<file path="src/rtl/sync_updown_mod_counter.sv">
// sync_updown_mod_counter
// Fully synchronous up/down counter over the range 0..MAX_COUNT. It supports
// enable, direction, parallel load with clamping, and a synchronous clear.
// It can either wrap or saturate at the range ends. tc is combinational;
// wrap and ovf are registered.
module sync_updown_mod_counter #(
    parameter int WIDTH     = 4,
    parameter int MAX_COUNT = 15,
    parameter int SATURATE  = 0
) (
    input  logic             clk,
    input  logic             rst,
    input  logic             clr,
    input  logic             en,
    input  logic             up,
    input  logic             load,
    input  logic [WIDTH-1:0] load_val,
    input  logic             ovf_clr,
    output logic [WIDTH-1:0] q,
    output logic             tc,
    output logic             wrap,
    output logic             ovf
);

    // All range-end comparisons are made at the counter width.
    localparam logic [WIDTH-1:0] MAX_Q = MAX_COUNT[WIDTH-1:0];
    localparam logic [WIDTH-1:0] ONE_Q = WIDTH'(1);
    localparam bit               SAT   = (SATURATE != 0);

    logic             at_max;
    logic             at_zero;
    logic             event_hit;
    logic [WIDTH-1:0] q_next;

    assign at_max  = (q == MAX_Q);
    assign at_zero = (q == '0);

    // The terminal count depends only on en, up and q. clr and load are deliberately excluded.
    assign tc = en & ((up & at_max) | (~up & at_zero));

    // A range-end event is a terminal count that is not pre-empted by clr or load.
    assign event_hit = tc & ~clr & ~load;

    // Next count, evaluated in priority order clr > load > en. Otherwise the count holds.
    always_comb begin
        // NOTE: default first so every path assigns q_next and no latch is inferred.
        q_next = q;
        if (clr) begin
            q_next = '0;
        end else if (load) begin
            q_next = (load_val > MAX_Q) ? MAX_Q : load_val;
        end else if (en) begin
            if (up) begin
                q_next = at_max ? (SAT ? q : '0) : q + ONE_Q;
            end else begin
                q_next = at_zero ? (SAT ? q : MAX_Q) : q - ONE_Q;
            end
        end
    end

    // State registers. rst overrides everything. A range-end event takes priority over ovf_clr.
    always_ff @(posedge clk) begin
        // NOTE: non-blocking assignments so every register samples pre-edge values.
        if (rst) begin
            q    <= '0;
            wrap <= 1'b0;
            ovf  <= 1'b0;
        end else begin
            q    <= q_next;
            wrap <= event_hit;
            if (event_hit) begin
                ovf <= 1'b1;
            end else if (ovf_clr) begin
                ovf <= 1'b0;
            end
        end
    end

endmodule

</file>
<file path="config.mk">
export PLATFORM = sky130hd
export DESIGN_NAME = sync_updown_mod_counter
export DESIGN_NICKNAME = d
export VERILOG_FILES = /design/src/rtl/sync_updown_mod_counter.sv
export SDC_FILE = /design/constraint.sdc
export NUM_CORES = 1
export LEC_CHECK = 0
export CAP_MARGIN = 20
export CORE_AREA = 2 2 39 41
export CTS_CLUSTER_SIZE = 20
export DETAILED_ROUTE_END_ITERATION = 8
export DIE_AREA = 0 0 41 43
export PLACE_DENSITY_LB_ADDON = 0.08
export SLEW_MARGIN = 0
export SYNTH_ARGS = -nofsm -noshare
export SYNTH_HDL_FRONTEND = slang
export SYNTH_SLANG_ARGS = --single-unit
</file>
<file path="constraint.sdc">
create_clock -name clk -period 4.72 [get_ports clk]
set_clock_uncertainty 0.1 [all_clocks]
set_input_delay 0.708 -clock clk [delete_from_list [all_inputs] [get_ports clk]]
set_output_delay 0.708 -clock clk [all_outputs]
set_load 0.05 [all_outputs]
</file>
## Word-level counts from Yosys, hierarchy flattened

Cells that the tools add are included.

| storage, ports and cells | value |
|---|---|
| word-level logic and storage cells | 28 |
| flip-flop bits (word level) | 6 |

| operators by class | value |
|---|---|
| reduce and logical (&&, ||, !) cells | 4 |
| magnitude comparators | 1 |
| bitwise gates (word level) | 9 |
| multiplexer cells | 8 |
| eq/ne operators | 1 |
| add/sub/neg operators | 2 |

Operators by type and width:

| kind | number |
|---|---|
| $mux 4 | 6 |
| $and 1x1->1 | 5 |
| $add 4x1->4 const B | 1 |
| $eq 4x4->1 const B | 1 |
| $gt 4x4->1 const B | 1 |
| $logic_not 4->1 | 1 |
| $reduce_bool 2->1 | 2 |
| $sub 4x1->4 const B | 1 |
| $not 1->1 | 3 |
| $mux 1 | 2 |
| $reduce_or 2->1 | 1 |
| $or 1x1->1 | 1 |

## Logic depth before layout (Yosys ltp)

Gate-level depths: netlist (run 1).

| logic depth | value |
|---|---|
| depth after elaboration | 7 |
| mapped depth | 6 |

## Least setup slack after synthesis (run 1)

No wires, ideal clock.

| timing | value |
|---|---|
| path type | register -> output |
| start point | register q[0] |
| end point | output tc |
| required time | 3.912 ns |
| data arrival time | 1.612 ns |
| stages on the path, launching flop included | 6 |
| setup slack | 2.300 ns |
| path buffers | 0 |
| cells stage by stage | dfxtp_1 > inv_1 > ha_1 > nor4b_1 > o21ai_1 > inv_1 |

| between the ends | value |
|---|---|
| longest elaborated chain between the ends | 4 |

RTL lines:

| item | line | RTL |
|---|---|---|
| from (decl) | 19 | `output logic [WIDTH-1:0] q,` |
| from (signal assigned) | 69 | `q <= q_next;` |
| $eq 4x4->1 / $logic_not 4->1 (equally long branches) | 35, 36 |  |
| $and 1x1->1 | 39 | `assign tc = en & ((up & at_max) \| (~up & at_zero));` |
| $or 1x1->1 * | 39 |  |
| $and 1x1->1 * | 39 |  |
| to (decl) | 20 | `output logic tc,` |

Mark *: on every way between the ends. The rest lies on a longest branch, timed or not.

## Worst setup path in the final report (run 1)

| timing | value |
|---|---|
| start point | input up |
| end point | output tc |

| between the ends | value |
|---|---|
| longest elaborated chain between the ends | 4 |

RTL lines:

| item | line | RTL |
|---|---|---|
| from (decl) | 15 | `input logic up,` |
| $not 1->1 | 39 |  |
| $and 1x1->1 | 39 |  |
| $or 1x1->1 * | 39 |  |
| $and 1x1->1 * | 39 |  |

Marked as above.

==> flow_metrics.tcl, run 1 <==
set metrics [dict create \
    outcome "complete, no violations" \
    seq_area_um2 120 \
    post-route-min-period_ps 3320 \
    synthesis.nets 57 \
    vias 403 \
    netlist.top_cell.by_area "dfxtp_1" \
    r2r_cells 6 \
    grt_usage 0.132 \
    core_area_mm2 0.00138 \
    fin_crit_sh 0.703 \
    synth_compound_gate_area_share 0.213 \
    seq_area_frac_synth 0.306 \
    port_buffers 17 \
    synthSimpleGateAreaFrac 0.232 \
    reg2reg_from "q[0]" \
    syn_inst 44 \
    grt_remaining_overflow 0 \
    holdPathEnd "ovf" \
    fin_area_um2 606 \
    synth_adder_area_share 0.0637 \
    gp_congestion 0.656 \
    synth_top_area_share 0.306 \
    area_growth_pct 54.1 \
    cts_made_buffers 3 \
    synth_xor_area_frac 0.0669 \
    critPathCaptureType "output port" \
    sequentialPowerShare 0.386 \
    yosysUniqueCellTypes 27 \
    h-tree-depth 1 \
    postCtsHoldBufs 0 \
    ys_seq_elements 6 \
    switchingPower_w 0.0000428 \
    clock_path_buffers 2 \
    cp-start-kind "input pin" \
    routed.top_layer "met3" \
    die_height_um 43 \
    max_freq_mhz 301 \
    multi_input_area_um2 258 \
    drc_errors 0 \
    fill_cells 141 \
    worst-path-max-fanout 6 \
    yosys_warnings 0 \
    die_area_mm2 0.00176 \
    cp.required_ps 3910 \
    max_slew_margin 0.672 \
    wl_per_cell_um 11.7 \
    power.internal_w 0.000101 \
    drt_iter0_markers 5 \
    cts_tree "built" \
    antenna_cells 0 \
    tns_ps 0 \
    holdPathStages 2 \
    start_util 0.284 \
    synth.avg_cell_area_um2 8.93 \
    nNetsFinal 79 \
    drtPass1Iterations 2 \
    p_per_area_mw_per_mm2 238 \
    hold_class "reg -> reg" \
    wl_met1_um 408 \
    syn-cell-area_um2 393 \
    cp.arrival_ps 2510 \
    synth_top_family_by_area "simple AND/OR/NAND/NOR gates" \
    place_area_um2 583 \
    drive_gt1_frac 0.0625 \
    critPathKind "in -> out" \
    rows 14 \
    postRouteAntennaNets 0 \
    root_buffer "clkbuf_4" \
    sw_frac_of_total 0.297 \
    clock-sinks 6 \
    cts.reportedPaths.clkPinSlew_ps 40 \
    grt_pass1_wl_um 1540 \
    irDropWorstVdd_mv 0.151 \
    r2r_end "q[2]" \
    tightest_slew_ps 491 \
    cts-resized-gates 0 \
    die_x_um 41 \
    r2r_setup_slack_ps 2930 \
    clkLatencyLatePin_ps 240 \
    drv_slew 0 \
    synth_mux_area_frac 0.0796 \
    pwr-share-comb 0.289 \
    synthTopCellsByArea "dfxtp_1 (31%), ha_1 (6.4%), mux2i_1 (5.1%)" \
    antenna_found_initial 0 \
    drv_cap 0 \
    p_leak_nw 0.234 \
    final-hold-violation-count 0 \
    grt_max_degree 9 \
    min_from "ovf" \
    pwr-share-clk 0.325 \
    cts_setup_buffers 0 \
    setup_viol 0 \
    met2WireLength_um 472 \
    grt_pass1_vias 365 \
    io_pins 18 \
    wl_met3_um 55 \
    rsz0062_at_grt "false" \
    wl_um 937 \
    routed_via_density 5.04 \
]
kinds of logic after synthesis:
| logic type | Yosys count |
|---|---|
| adder cells (fa/ha/maj) | 2 |
| AND/OR/NAND/NOR | 15 |
| buffers and inverters | 4 |
| XOR/XNOR | 3 |
| flip-flops | 6 |
| multiplexers | 3 |
| AO/OA/AOI/OAI | 11 |
worst max path at each step:
| stage | startpoint | to | slack, ps | cells after the start |
|---|---|---|---|---|
| floorplan | q[0] | tc | 2300 | 5 |
| global placement | up | tc | 1430 | 5 |
| detailed placement | up | tc | 1380 | 5 |
| CTS | up | tc | 1370 | 5 |
| global route | up | tc | 1280 | 5 |
| finish | up | tc | 1400 | 5 |
sequential cells by signal, indices dropped and copies added, names as in the netlist:
| name | cells |
|---|---|
| ovf | 1 |
| q | 4 |
| wrap | 1 |
cell usage after synthesis (all sizes together):
cell     instances
nor3             2
a211oi           1
o311a            1
nor4             1
o21ai            1
ha               2
or3              1
a21boi           1
a21oi            3
nor3b            1
a21o             1
nor4b            1
or4b             1
dfxtp            6
nor2             3
o31ai            1
nand2b           2
o221ai           1
a2111oi          1
mux2             1
inv              4
nor2b            1
mux2i            2
nand2            1
and4             1
xor2             2
xnor2            1
power groups by stage:
stage          Clock (W)  Sequential, W  Combinational [W]
6_report       0.0000469      0.0000557          0.0000416
5_1_grt        0.0000536      0.0000560          0.0000447
4_1_cts        0.0000503      0.0000557          0.0000421
3_3_place_gp           0      0.0000566          0.0000422
3_5_place_dp           0      0.0000567          0.0000417
2_1_floorplan          0      0.0000629          0.0000160
routing by layer:
| metal | global-route usage | vias up |
|---|---|---|
| met1 | 0.155 | 186 |
| li1 | - | 206 |
| met4 | 0.0800 | 0 |
| met3 | 0.0314 | 0 |
| met5 | 0 | - |
| met2 | 0.203 | 11 |
critical path, cell delays in order:
cell,delay [ps]
clkdlybuf4s50_1,510
nor4b_1,290
o21ai_1,140
inv_1,80
clkdlybuf4s50_1,790
metrics by stage:
stage	hold slack [ps]	total power (W)	setup WS, ps	util	std cells
after floorplan	588	0.0000789	2300	-	44
after global placement	367	0.0000987	1430	0.421	77
after detailed placement	369	0.0000984	1380	0.421	77
after CTS	387	0.000148	1370	0.438	80
after global routing	411	0.000154	1280	0.438	80
final	381	0.000144	1400	0.438	80
final cells by class:
class                      count  share of cell area
inverter                       4              0.0248
sequential                     6               0.198
clock buffer                   3              0.0372
tap                           16              0.0331
multi-input combinational     34               0.426
timing repair buffer          17               0.281
cell usage in the layout (no fill, tap or decap), types with 2 or more instances in the layout:
| cell | count |
|---|---|
| nor3_1 | 2 |
| inv_1 | 4 |
| dfxtp_1 | 6 |
| ha_1 | 2 |
| clkdlybuf4s50_1 | 17 |
| clkbuf_4 | 3 |
| a21oi_1 | 3 |
| mux2i_1 | 2 |
| nor2_1 | 3 |
| xor2_1 | 2 |
| nand2b_1 | 2 |
Power figures use the tool's default switching activity.
==> run 2: changes to the inputs <==
==> constraint.sdc (replaced) <==
create_clock -name clk -period 2.8 [get_ports clk]
set_clock_uncertainty 0.1 [all_clocks]
set_input_delay 0.42 -clock clk [delete_from_list [all_inputs] [get_ports clk]]
set_output_delay 0.42 -clock clk [all_outputs]
set_load 0.05 [all_outputs]
==> flow_metrics.tcl, run 2 (synthesized netlist as in run 1, its figures left out) <==
set metrics [dict create \
    fill_cells 150 \
    antenna_found_initial 0 \
    port_buffers 17 \
    clock-sinks 6 \
    clock_path_buffers 2 \
    post-route-util 0.445 \
    postRouteAntennaNets 0 \
    final-hold-violation-count 0 \
    die_height_um 43 \
    h-tree-depth 1 \
    p_per_area_mw_per_mm2 396 \
    place_hpwl_um 736 \
    wl_um 949 \
    outcome "complete, no violations" \
    min_from "ovf" \
    die_x_um 41 \
    seq_area_um2 120 \
    cpPeakStageDelay_ps 510 \
    drtPass1Iterations 2 \
    io_pins 18 \
    post-route-min-period_ps 2200 \
    vias 392 \
    start_util 0.284 \
    drt_iter0_markers 4 \
    drv_slew 0 \
    dp_cells 77 \
    gp_congestion 0.636 \
    power_w 0.000244 \
    layout_common_cells "clkdlybuf4s50_1 (16), dfxtp_1 (6), inv_1 (4)" \
    cts_made_buffers 3 \
    nNetsFinal 79 \
    critPathCaptureType "output port" \
    max_freq_mhz 454 \
    cp-start-kind "input pin" \
    final_common_cell "clkdlybuf4s50_1" \
    cp.arrival_ps 1680 \
    grt_usage 0.131 \
    postCtsHoldBufs 0 \
    grt_max_degree 9 \
    drive_gt1_frac 0.0781 \
    drc_errors 0 \
    reg.largest.list "q (4), ovf (1), wrap (1)" \
    drv_cap 0 \
    rsz0062_at_grt "false" \
    core_area_mm2 0.00138 \
    antenna_cells 0 \
    multi_input_area_um2 258 \
    cts-resized-gates 0 \
    routed_via_density 4.90 \
    largest_reg_flops 4 \
    hold_class "reg -> reg" \
    fin_crit_sh 0.786 \
    reg2reg_from "q[0]" \
    cts_tree "built" \
    cts.reportedPaths.clkPinSlew_ps 40 \
    largest-register "q" \
    grt_pass1_wl_um 1550 \
    clkLatencyLatePin_ps 240 \
    grt_pass1_vias 355 \
    setup_viol 0 \
    grt_remaining_overflow 0 \
    worst-path-max-fanout 6 \
    rows 14 \
    cts_setup_buffers 0 \
    wl_per_cell_um 11.9 \
    area_growth_pct 56.7 \
    critPathKind "in -> out" \
    tns_ps 0 \
    tightest_slew_ps 499 \
    p_leak_nw 0.239 \
    critical_path.startpoint "up" \
    max_slew_margin 0.666 \
    irDropWorstVdd_mv 0.200 \
    root_buffer "clkbuf_4" \
    crit_path_cell_trace "clkdlybuf4s50_1, and4_1, o21ai_1, inv_1, buf_12" \
    instances_no_fill 80 \
    die_area_mm2 0.00176 \
    cp_slowest_cell "clkdlybuf4s50_1" \
    cp.required_ps 2280 \
]
## run 2: layout make-up
cell class              count  area share
clock buffers               3      0.0366
inverters                   4      0.0244
multi-input cells          34       0.419
flip-flops and latches      6       0.195
well taps                  16      0.0325
repair buffers             17       0.293
## run 2: path summary, 6_finish.rpt
| path | end | slack [ps] | cells past startpoint |
|---|---|---|---|
| worst min register to register | ovf | 370 | 2 |
| worst max-delay path | tc | 600 | 5 |
| worst max register to register | q[2] | 1020 | 6 |
| worst min-delay path | ovf | 370 | 2 |
## run 2: power breakdown
group          internal, W  total [W]  switching, W  leakage (nW)
Sequential       0.0000891  0.0000940    0.00000489        0.0489
Clock            0.0000483  0.0000770     0.0000287        0.0138
Combinational    0.0000353  0.0000728     0.0000375         0.177
Total             0.000173   0.000244     0.0000711         0.239
## run 2: critical path, delay by kind of cell
kind	cells	cell delay (ps)
buf+inv	3	780
simple gates	1	260
compound gates	1	220
## run 2: per-stage QoR
stage / hold WS (ps) / cell area [um^2] / worst slack (ps)
2_1_floorplan: 389 / 393 / 668
3_3_place_gp: 367 / 593 / 655
3_5_place_dp: 371 / 593 / 605
4_1_cts: 377 / 616 / 603
5_1_grt: 407 / 616 / 475
6_report: 372 / 616 / 599
## run 2: routing by layer
metal | GRT usage | wire (um) | part of all wire | vias to the layer above
li1 | - | - | - | 208
met1 | 0.175 | 468 | 0.49 | 173
met2 | 0.191 | 441 | 0.46 | 11
met3 | 0.0471 | 39 | 0.041 | 0
met4 | 0.0400 | 0 | 0 | 0
met5 | 0 | 0 | 0 | -
==> patch (settings of run 2) <==
The parameter `SATURATE` goes from 0 to 1.
--- a/src/rtl/sync_updown_mod_counter.sv
+++ b/src/rtl/sync_updown_mod_counter.sv
@@ -6,7 +6,7 @@
 module sync_updown_mod_counter #(
     parameter int WIDTH     = 4,
     parameter int MAX_COUNT = 15,
-    parameter int SATURATE  = 0
+    parameter int SATURATE  = 1
 ) (
     input  logic             clk,
     input  logic             rst,
Function: changed (a bounded check fails within 4 cycles, from zero or initial values and one cycle with rst high).
==> patch against run 2 <==
Sequential cell count stayed put. Largest power group unchanged. First-iteration DRC count grew to 3.8 times the old value. Synthesized area up 8.9%. Combinational power grew 12%. Worst setup slack worse by 0.28 ns. Cell count grew 7.5%. Global-route usage rose by 1.2 points. Critical path depth rose by 1. Sequential share of layout area is 0.94 points lower. Design area increased by 5.1%. Total power is 7.9% higher. Wire length rose by 8.7%.
==> patch: results (changes against run 2) <==
Worst setup path
  • Worst Reg-to-Reg Cells: 3 (was 6)
  • Worst R2R Setup Slack: 0.96 ns (was 1.02 ns)
  • Arrival @ worst endpoint: 1.96 ns (was 1.68 ns)

Placement
  • Dpl hpwl: 772 um (was 736 um)
  • Post-Place Cells: 83 (was 77)
  • Dpl ws: 0.330 ns (was 0.605 ns)
  • Dpl cell area: 624 um^2 (was 593 um^2)
  • GPL Wtd Cong: 0.856 (was 0.636)

Logic synthesis
  • Register area share after synthesis: 28.1% (was 30.6%)
  • List of most frequent post-synthesis cells: 7 x nor2_1, 6 x dfxtp_1, 3 x inv_1 (was 6 x dfxtp_1, 4 x inv_1, 3 x a21oi_1, 3 x nor2_1)
  • Synth area leaders: dfxtp_1 28%, nor2_1 6.1%, ha_1 5.8% (was dfxtp_1 31%, ha_1 6.4%, mux2i_1 5.1%)

Layout
  • Fillers: 151 (was 150)
  • Clock network share of area: 3.48% (was 3.66%)
  • Design Area, Final: 647 um^2 (was 616 um^2)
  • Non-Filler Instances: 86 (was 80)
  • Area of the multi-input gates: 293 um^2 (was 258 um^2)
  • Multi-In Gates: 41 (was 34)
  • Data buffer area share: 27.9% (was 29.3%)
  • Fraction of area in registers: 18.6% (was 19.5%)

Routing
  • Via/cell ratio: 5.20 (was 4.90)
  • Initial DRC Count: 15 (was 4)

STA
  • Worst Max-Slew Pin Slew: 0.496 ns (was 0.499 ns)
  • Fmax: 403 MHz (was 454 MHz)
  • Worst hold slack: 0.353 ns (was 0.372 ns)

Global routing
  • Vias in the first global route: 405 (was 355)

Run status
  • Status: completed (unchanged)

Pwr
  • Leak pwr: 0.000278 uW (was 0.000239 uW)
[patch: worst max-delay path, cell delays in order]
cell and delay, ns:
clkdlybuf4s50_1 0.46, or3_1 0.38, nor3_2 0.23, nor2_1 0.12, nor2_1 0.18, buf_12 0.16
[patch: where the power goes]
group          total, uW  switching [uW]  internal [uW]
sequential          95.0            5.87           89.2
combinational       81.4            42.3           39.1
clock               86.7            37.7           48.9
[patch: logic make-up after synthesis]
group,count (synthesis),share of synthesized area (%)
AO/OA/AOI/OAI,12,19.9
XOR/XNOR,3,6.14
adder cells (fa/ha/maj),3,10.5
buffers and inverters,4,3.51
flip-flops,6,28.1
multiplexers,1,2.34
AND/OR/NAND/NOR,22,29.5
[patch: routing by layer]
metal	vias to the layer above	track usage [%]	wire length (um)
met5	-	0	0
met4	0	8.00	21
met3	2	4.71	69
met2	13	18.8	448
met1	210	19.9	493
li1	222	-	-
